==> config.mk <==
export PLATFORM = sky130hd
export DESIGN_NAME = multi_debouncer
export DESIGN_NICKNAME = d
export VERILOG_FILES = /design/src/rtl/multi_debouncer_pkg.sv /design/src/rtl/multi_debouncer_channel.sv /design/src/rtl/multi_debouncer.sv
export SDC_FILE = /design/constraint.sdc
export NUM_CORES = 1
export LEC_CHECK = 0
export CAP_MARGIN = 25
export CORE_MARGIN = 2
export CORE_UTILIZATION = 45
export CTS_CLUSTER_SIZE = 40
export DETAILED_ROUTE_END_ITERATION = 8
export PLACE_DENSITY = 0.68
export SYNTH_ARGS = -nofsm -noshare
export SYNTH_HDL_FRONTEND = slang
export SYNTH_SLANG_ARGS = --single-unit
==> constraint.sdc <==
create_clock -name clk -period 12 [get_ports clk]
set_clock_uncertainty 0.15 [all_clocks]
set_input_delay 2.4 -clock clk [delete_from_list [all_inputs] [get_ports clk]]
set_output_delay 2.4 -clock clk [all_outputs]
set_load 0.005 [all_outputs]
==> src/rtl/multi_debouncer_pkg.sv <==
// ============================================================================
// Module      : multi_debouncer_pkg
// Description : Shared FSM state encoding, default timing and sizing helpers
//               for the multi-channel switch debouncer.
// Revision    : 1.0 - initial release
// ============================================================================
`default_nettype none

package multi_debouncer_pkg;

    typedef enum logic [1:0] {
        IDLE       = 2'b00,
        PRESS_WAIT = 2'b01,
        PRESSED    = 2'b11,
        REL_WAIT   = 2'b10
    } db_state_t;

    // Defaults assume a 50 MHz clock: 30 ms debounce, 1 s long press
    localparam int C_DEF_N_CH        = 4;
    localparam int C_DEF_DB_CYCLES   = 1_500_000;
    localparam int C_DEF_SYNC_STAGES = 2;
    localparam int C_DEF_LONG_CYCLES = 50_000_000;
    localparam int C_MAX_N_CH        = 32;

    // Counter width able to hold 0..n-1, never narrower than one bit
    function automatic int cnt_width(input int n);
        return (n <= 2) ? 1 : $clog2(n);
    endfunction

endpackage

`default_nettype wire

==> src/rtl/multi_debouncer_channel.sv <==
// ============================================================================
// Module      : debounce_channel
// Description : One switch channel: synchroniser, debounce FSM, edge pulses.
//               Optional hold counter for long-press detection (LONG_PRESS_EN).
// Revision    : 1.0 - initial release
// ============================================================================
`default_nettype none

module debounce_channel
    import multi_debouncer_pkg::*;
#(
    parameter int DB_CYCLES   = C_DEF_DB_CYCLES,
    parameter int SYNC_STAGES = C_DEF_SYNC_STAGES
`ifdef LONG_PRESS_EN
    ,
    parameter int LONG_CYCLES = C_DEF_LONG_CYCLES
`endif
) (
    input  logic clk,
    input  logic rst,
    input  logic sw,
    output logic level,
    output logic press,
    output logic rel_pulse
`ifdef LONG_PRESS_EN
    ,
    output logic long_press
`endif
);

    localparam int             CW         = cnt_width(DB_CYCLES);
    localparam logic [CW-1:0]  C_CNT_LAST = CW'(DB_CYCLES - 1);

    logic [SYNC_STAGES-1:0] r_sync;
    logic                   w_s;
    db_state_t              r_state;
    db_state_t              w_state_next;
    logic [CW-1:0]          r_cnt;
    logic [CW-1:0]          w_cnt_next;
    logic                   r_level;
    logic                   r_press;
    logic                   r_rel;
    logic                   w_level_next;
    logic                   w_press_next;
    logic                   w_rel_next;

    assign w_s = r_sync[SYNC_STAGES-1];

    // State register: synchroniser, FSM, counter and registered outputs
    always_ff @(posedge clk or posedge rst) begin
        if (rst) begin
            r_sync  <= '0;
            r_state <= IDLE;
            r_cnt   <= '0;
            r_level <= 1'b0;
            r_press <= 1'b0;
            r_rel   <= 1'b0;
        end else begin
            r_sync  <= {r_sync[SYNC_STAGES-2:0], sw};
            r_state <= w_state_next;
            r_cnt   <= w_cnt_next;
            r_level <= w_level_next;
            r_press <= w_press_next;
            r_rel   <= w_rel_next;
        end
    end

    // Next state: the counter only runs in the two wait states and every
    // exit at C_CNT_LAST leaves counting, so it can never wrap.
    always_comb begin
        w_state_next = r_state;
        w_cnt_next   = r_cnt;
        case (r_state)
            IDLE: begin
                if (w_s) begin
                    w_state_next = PRESS_WAIT;
                    w_cnt_next   = '0;
                end
            end
            PRESS_WAIT: begin
                if (!w_s) begin
                    w_state_next = IDLE;
                    w_cnt_next   = '0;
                end else if (r_cnt == C_CNT_LAST) begin
                    w_state_next = PRESSED;
                    w_cnt_next   = '0;
                end else begin
                    w_cnt_next   = r_cnt + 1'b1;
                end
            end
            PRESSED: begin
                if (!w_s) begin
                    w_state_next = REL_WAIT;
                    w_cnt_next   = '0;
                end
            end
            REL_WAIT: begin
                if (w_s) begin
                    w_state_next = PRESSED;
                    w_cnt_next   = '0;
                end else if (r_cnt == C_CNT_LAST) begin
                    w_state_next = IDLE;
                    w_cnt_next   = '0;
                end else begin
                    w_cnt_next   = r_cnt + 1'b1;
                end
            end
            default: begin
                w_state_next = IDLE;
                w_cnt_next   = '0;
            end
        endcase
    end

    // Outputs are decoded from the upcoming state so the registers line up
    // with the FSM transition edge.
    always_comb begin
        w_level_next = (w_state_next == PRESSED) || (w_state_next == REL_WAIT);
        w_press_next = (r_state == PRESS_WAIT) && (w_state_next == PRESSED);
        w_rel_next   = (r_state == REL_WAIT)   && (w_state_next == IDLE);
    end

    assign level     = r_level;
    assign press     = r_press;
    assign rel_pulse = r_rel;

`ifdef LONG_PRESS_EN
    localparam int            HW          = cnt_width(LONG_CYCLES + 1);
    localparam logic [HW-1:0] C_HOLD_MAX  = HW'(LONG_CYCLES);
    localparam logic [HW-1:0] C_HOLD_FIRE = HW'(LONG_CYCLES - 1);

    logic [HW-1:0] r_hold;
    logic          r_long;
    logic          w_holding;

    assign w_holding = (r_state == PRESSED) || (r_state == REL_WAIT);

    // Cleared only on a real press, not on a rejected release glitch, so a
    // bouncy hold still yields a single long-press pulse.
    always_ff @(posedge clk or posedge rst) begin
        if (rst) begin
            r_hold <= '0;
            r_long <= 1'b0;
        end else begin
            r_long <= w_holding && (r_hold == C_HOLD_FIRE);
            if (w_press_next) begin
                r_hold <= '0;
            end else if (w_holding && (r_hold != C_HOLD_MAX)) begin
                r_hold <= r_hold + 1'b1;
            end
        end
    end

    assign long_press = r_long;
`endif

endmodule

`default_nettype wire

==> src/rtl/multi_debouncer.sv <==
// ============================================================================
// Module      : multi_debouncer
// Description : N_CH independent switch debouncers with press/release pulses.
//               Define LONG_PRESS_EN to add the long_press output.
// Revision    : 1.0 - initial release
// ============================================================================
`default_nettype none

module multi_debouncer
    import multi_debouncer_pkg::*;
#(
    parameter int N_CH        = C_DEF_N_CH,
    parameter int DB_CYCLES   = C_DEF_DB_CYCLES,
    parameter int SYNC_STAGES = C_DEF_SYNC_STAGES,
    parameter int LONG_CYCLES = C_DEF_LONG_CYCLES
) (
    input  logic            clk,
    input  logic            rst,
    input  logic [N_CH-1:0] sw,
    output logic [N_CH-1:0] level,
    output logic [N_CH-1:0] press,
    output logic [N_CH-1:0] rel_pulse
`ifdef LONG_PRESS_EN
    ,
    output logic [N_CH-1:0] long_press
`endif
);

    if ((N_CH < 1) || (N_CH > C_MAX_N_CH)) begin : g_bad_n_ch
        $error("multi_debouncer: N_CH=%0d outside 1..%0d", N_CH, C_MAX_N_CH);
    end
    if (DB_CYCLES < 2) begin : g_bad_db_cycles
        $error("multi_debouncer: DB_CYCLES=%0d must be at least 2", DB_CYCLES);
    end
    if (SYNC_STAGES < 2) begin : g_bad_sync_stages
        $error("multi_debouncer: SYNC_STAGES=%0d must be at least 2", SYNC_STAGES);
    end
    if (LONG_CYCLES < 2) begin : g_bad_long_cycles
        $error("multi_debouncer: LONG_CYCLES=%0d must be at least 2", LONG_CYCLES);
    end

    for (genvar i = 0; i < N_CH; i++) begin : g_ch
        debounce_channel #(
            .DB_CYCLES   (DB_CYCLES),
            .SYNC_STAGES (SYNC_STAGES)
`ifdef LONG_PRESS_EN
            ,
            .LONG_CYCLES (LONG_CYCLES)
`endif
        ) u_channel (
            .clk        (clk),
            .rst        (rst),
            .sw         (sw[i]),
            .level      (level[i]),
            .press      (press[i]),
            .rel_pulse  (rel_pulse[i])
`ifdef LONG_PRESS_EN
            ,
            .long_press (long_press[i])
`endif
        );
    end

endmodule

`default_nettype wire

# Yosys cells after proc, flatten, opt, wreduce, memory -nomap -nowiden

Cells that the tools add are included.

Output and inout bits: 12
Bits in registers: 112
Logic and storage cells: 136

Reductions and logical operators: 24
Equality and inequality tests: 32
Muxes and demuxes: 52
$add $sub $neg: 4

Operators by type and width:

| kind                    | count |
|---|---|
| $mux W21                | 20 |
| $pmux W21 S4            | 4 |
| $add A21 B1 Y21 const B | 4 |
| $eq A21 B21 Y1 const B  | 4 |
| $mux W2                 | 24 |
| $eq A2 B2 Y1 const B    | 16 |
| $pmux W2 S4             | 4 |
| $logic_not A2 Y1        | 8 |
| $eq A2 B1 Y1 const B    | 4 |
| $logic_and A1 B1 Y1     | 8 |
| $ne A2 B1 Y1 const B    | 4 |
| $ne A2 B2 Y1 const B    | 4 |
| $reduce_and A2 Y1       | 4 |
| $logic_or A1 B1 Y1      | 4 |

# Longest topological paths before layout

Depth after elaboration: 6
Gate-level depth with buffers: 9
Depth with buffers taken out: 7

# Cells and area by module

From an unflattened synthesis, not the netlist that was laid out.

Cell total of the unflattened synthesis: 600
Area total of the unflattened synthesis: 6110.9 um^2

Modules (own cells, without submodules):

| module           | area an instance (um^2) | seq. area each (um^2) | cells an instance | instances |
|---|---|---|---|---|
| debounce_channel | 1527.7                  | 700.7                 | 150               | 4 |

# Least setup slack after synthesis

Ideal clock, no wire load.

Path type: reg-to-output
Start: reg g_ch[0].u_channel.r_level
End: out level[0]
Arrival time: 458 ps
Stages on the path, launching flop included: 2
Path slack: 8992 ps
Required time: 9450 ps
Buffers on the path: 1
Cells stage by stage: dfrtp_1 > buf_4

RTL lines:

| element                | RTL line                      | RTL |
|---|---|---|
| from (decl)            | multi_debouncer_channel.sv:40 | `logic r_level;` |
| from (signal assigned) | multi_debouncer_channel.sv:62 | `r_level <= w_level_next;` |
| to (decl)              | multi_debouncer.sv:20         | `output logic [N_CH-1:0] level,` |

No word-level cell between the ends.

# Final worst setup path

Start: reg g_ch[2].u_channel.r_level
End: out level[2]

RTL lines:

| element                | RTL line |
|---|---|
| from (decl)            | multi_debouncer_channel.sv:40 |
| from (signal assigned) | multi_debouncer_channel.sv:62 |

No word-level cell between the ends.

==> impl_metrics.ini <==
[hold_path]
hold_path.class = register to register

[timing]
rsz0062_at_grt = false
slew_violations = 0
fin_ws_ps = 8283
hold_viol = 0
post-route-period-util = 0.3097
setup_tns_ps = 0
period_minus_slack_ps = 3717
worst_pin_slew_ps = 853.7
clock.fmax_mhz = 269.0
whs_ps = 199.5
setup_viol = 0
max_slew_margin = 0.4256

[pwr]
switching_share = 0.3386
p_sw_mw = 0.3822
finalPower_mw = 1.129
powerDensity_mw_per_mm2 = 170.6
irDropWorstVdd_v = 0.00008693
power.leakage_nw = 2.729
internal-power_mw = 0.7468
power_frac_comb = 0.322
p_seq_frac = 0.393
clock_power_share = 0.286

[worst_setup_path]
cp_cell_sequence = clkdlybuf4s50_1
crit_type = register to primary output
critPathTopFamily = buffers and inverters
crit_arrival_ps = 1170
crit_slowest_cell = clkdlybuf4s50_1
endpoint_kind = primary output
slowest_delay_ps = 490
path_max_fanout = 1
critPathLaunchType = register
required_ps = 9450
path_buf_inv = 1

[placement]
dp.cells = 793
placed_area_mm2 = 0.006289
dp_slack_ps = 7929
dp_hpwl_um = 7776
portBuffers = 17
gp_congestion = 0.8423

[drt]
vias = 4417
wl_per_cell_um = 13.79
ant_nets = 0
vias_per_cell = 5.460
drt_iter0_drc = 263
dr.pass1.iters = 4
routed_wl_um = 11160
drc = 0

[global_routing]
grt_pass1_vias = 4298
grt_usage = 0.1632
antenna_found_initial = 0
grt_pass1_wl_um = 19350
grt-busiest-layer = met2
grtUsageMet3 = 0.04230
use_met2 = 0.2782
gr-total-overflow = 0
grt_max_degree = 46
met1_usage = 0.2071

[finish]
antenna_cells = 0
multi_input_area_mm2 = 0.002960
drive_above_1_share = 0.06161
nFillCells = 1191
register_area_mm2 = 0.002803
area_growth_pct = 9.958
fin_cells = 809
fin_nets = 659
final_cell_mix = dfrtp_1, nor2_1, nand2_1
final_common_cell = dfrtp_1
finish.instance_area_mm2 = 0.006618
final_core_util = 0.5037

[logic_synthesis]
synth_seq_area_share = 0.4657
avgSynthCellArea_um2 = 9.660
syn_area_mm2 = 0.006018
ys_ff_latch = 112
async_flop_share = 1.000
synth_ff_type = dfrtp_1
synth_warnings = 0
syn_nets = 653
synth_edf_count = 0
syn_inst = 623
synth_cell_types = 62

[floorplan]
io_pins = 18
dieArea_mm2 = 0.01431
core_mm2 = 0.01314
dieWidth_um = 119.6
num_rows = 42
initial_utilization = 0.4581
die_h_um = 119.6

[clocking]
cts_setup_buffers = 0
cts-resized-gates = 0
cts_buffers = 9
cts_hold_buf = 0
clock_path_buffers = 2
cts_tree = built
clk_pin_slew_ps = 70
clock_latency_ps = 350
cts-htree-levels = 3
root_buffer = clkbuf_16
cts.sinks = 112

[run]
max_cap_violations = 0

[status]
outcome = completed
## kinds of logic (layout without fill, tap and decap cells)
| family | Yosys count | count (layout) | synth area share |
|---|---|---|---|
| multiplexers | 10 | 10 | 0.01788 |
| adder cells (fa/ha/maj) | 24 | 24 | 0.04990 |
| buffers and inverters | 51 | 61 | 0.04241 |
| XOR/XNOR | 68 | 68 | 0.09896 |
| AND/OR/NAND/NOR | 291 | 291 | 0.2482 |
| flip-flops | 112 | 112 | 0.4657 |
| AO/OA/AOI/OAI | 67 | 67 | 0.07692 |
## sequential cells by signal, indices dropped and copies added, names as in the netlist
name                      cells
g_ch.u_channel.level          4
g_ch.u_channel.press          4
g_ch.u_channel.r_cnt         84
g_ch.u_channel.r_state        8
g_ch.u_channel.r_sync         8
g_ch.u_channel.rel_pulse      4
## power by group through the flow
stage / clock [mW] / combinational (mW) / sequential [mW]
finish: 0.322 / 0.363 / 0.443
global route: 0.347 / 0.407 / 0.450
CTS: 0.333 / 0.361 / 0.443
detailed placement: 0 / 0.360 / 0.449
global placement: 0 / 0.338 / 0.448
floorplan: 0 / 0.290 / 0.442
## area by class of cell
type | instances | area share
Sequential cell | 112 | 0.4235
Clock buffer | 12 | 0.03876
Timing Repair Buffer | 21 | 0.03271
Clock inverter | 3 | 0.009832
Tap cell | 176 | 0.03328
Multi-Input combinational cell | 460 | 0.4473
Inverter | 25 | 0.01456
## path summary, 6_finish.rpt
check | startpoint | to | slack (ps) | cells past startpoint
worst max-delay path | g_ch[2].u_channel.level | level[2] | 8280 | 1
worst min-delay path | g_ch[3].u_channel.r_sync[0] | g_ch[3].u_channel.r_sync[1] | 200 | 0
worst max register to register | g_ch[0].u_channel.r_cnt[0] | g_ch[0].u_channel.r_cnt[12] | 9210 | 7
worst min register to register | g_ch[3].u_channel.r_sync[0] | g_ch[3].u_channel.r_sync[1] | 200 | 0
max in group asynchronous | rst | g_ch[2].u_channel.r_cnt[10] | 8390 | 4
min in group asynchronous | rst | g_ch[1].u_channel.press | 2210 | 2
## per-layer routing
layer / vias up / wire length, µm
li1: 2167 / -
met1: 2189 / 5239
met2: 49 / 5523
met3: 12 / 286
met4: 0 / 104
met5: - / 0
## Yosys cell counts (all sizes together) (6+ instances only)
| cell type | number | share of area |
|---|---|---|
| mux2 | 6 | 0.011 |
| nand2 | 49 | 0.031 |
| ha | 24 | 0.050 |
| dfrtp | 112 | 0.47 |
| inv | 25 | 0.016 |
| nand4 | 23 | 0.024 |
| nor2 | 94 | 0.060 |
| nor3 | 26 | 0.022 |
| nand3 | 37 | 0.031 |
| o21ai | 19 | 0.016 |
| xor2 | 36 | 0.052 |
| buf | 19 | 0.022 |
| nor4 | 14 | 0.017 |
| xnor2 | 32 | 0.047 |
| a21oi | 11 | 0.0091 |
| a211oi | 8 | 0.011 |
| and3 | 7 | 0.0073 |
| clkbuf | 7 | 0.0046 |
Note: power is estimated with default switching activity, not from simulation.
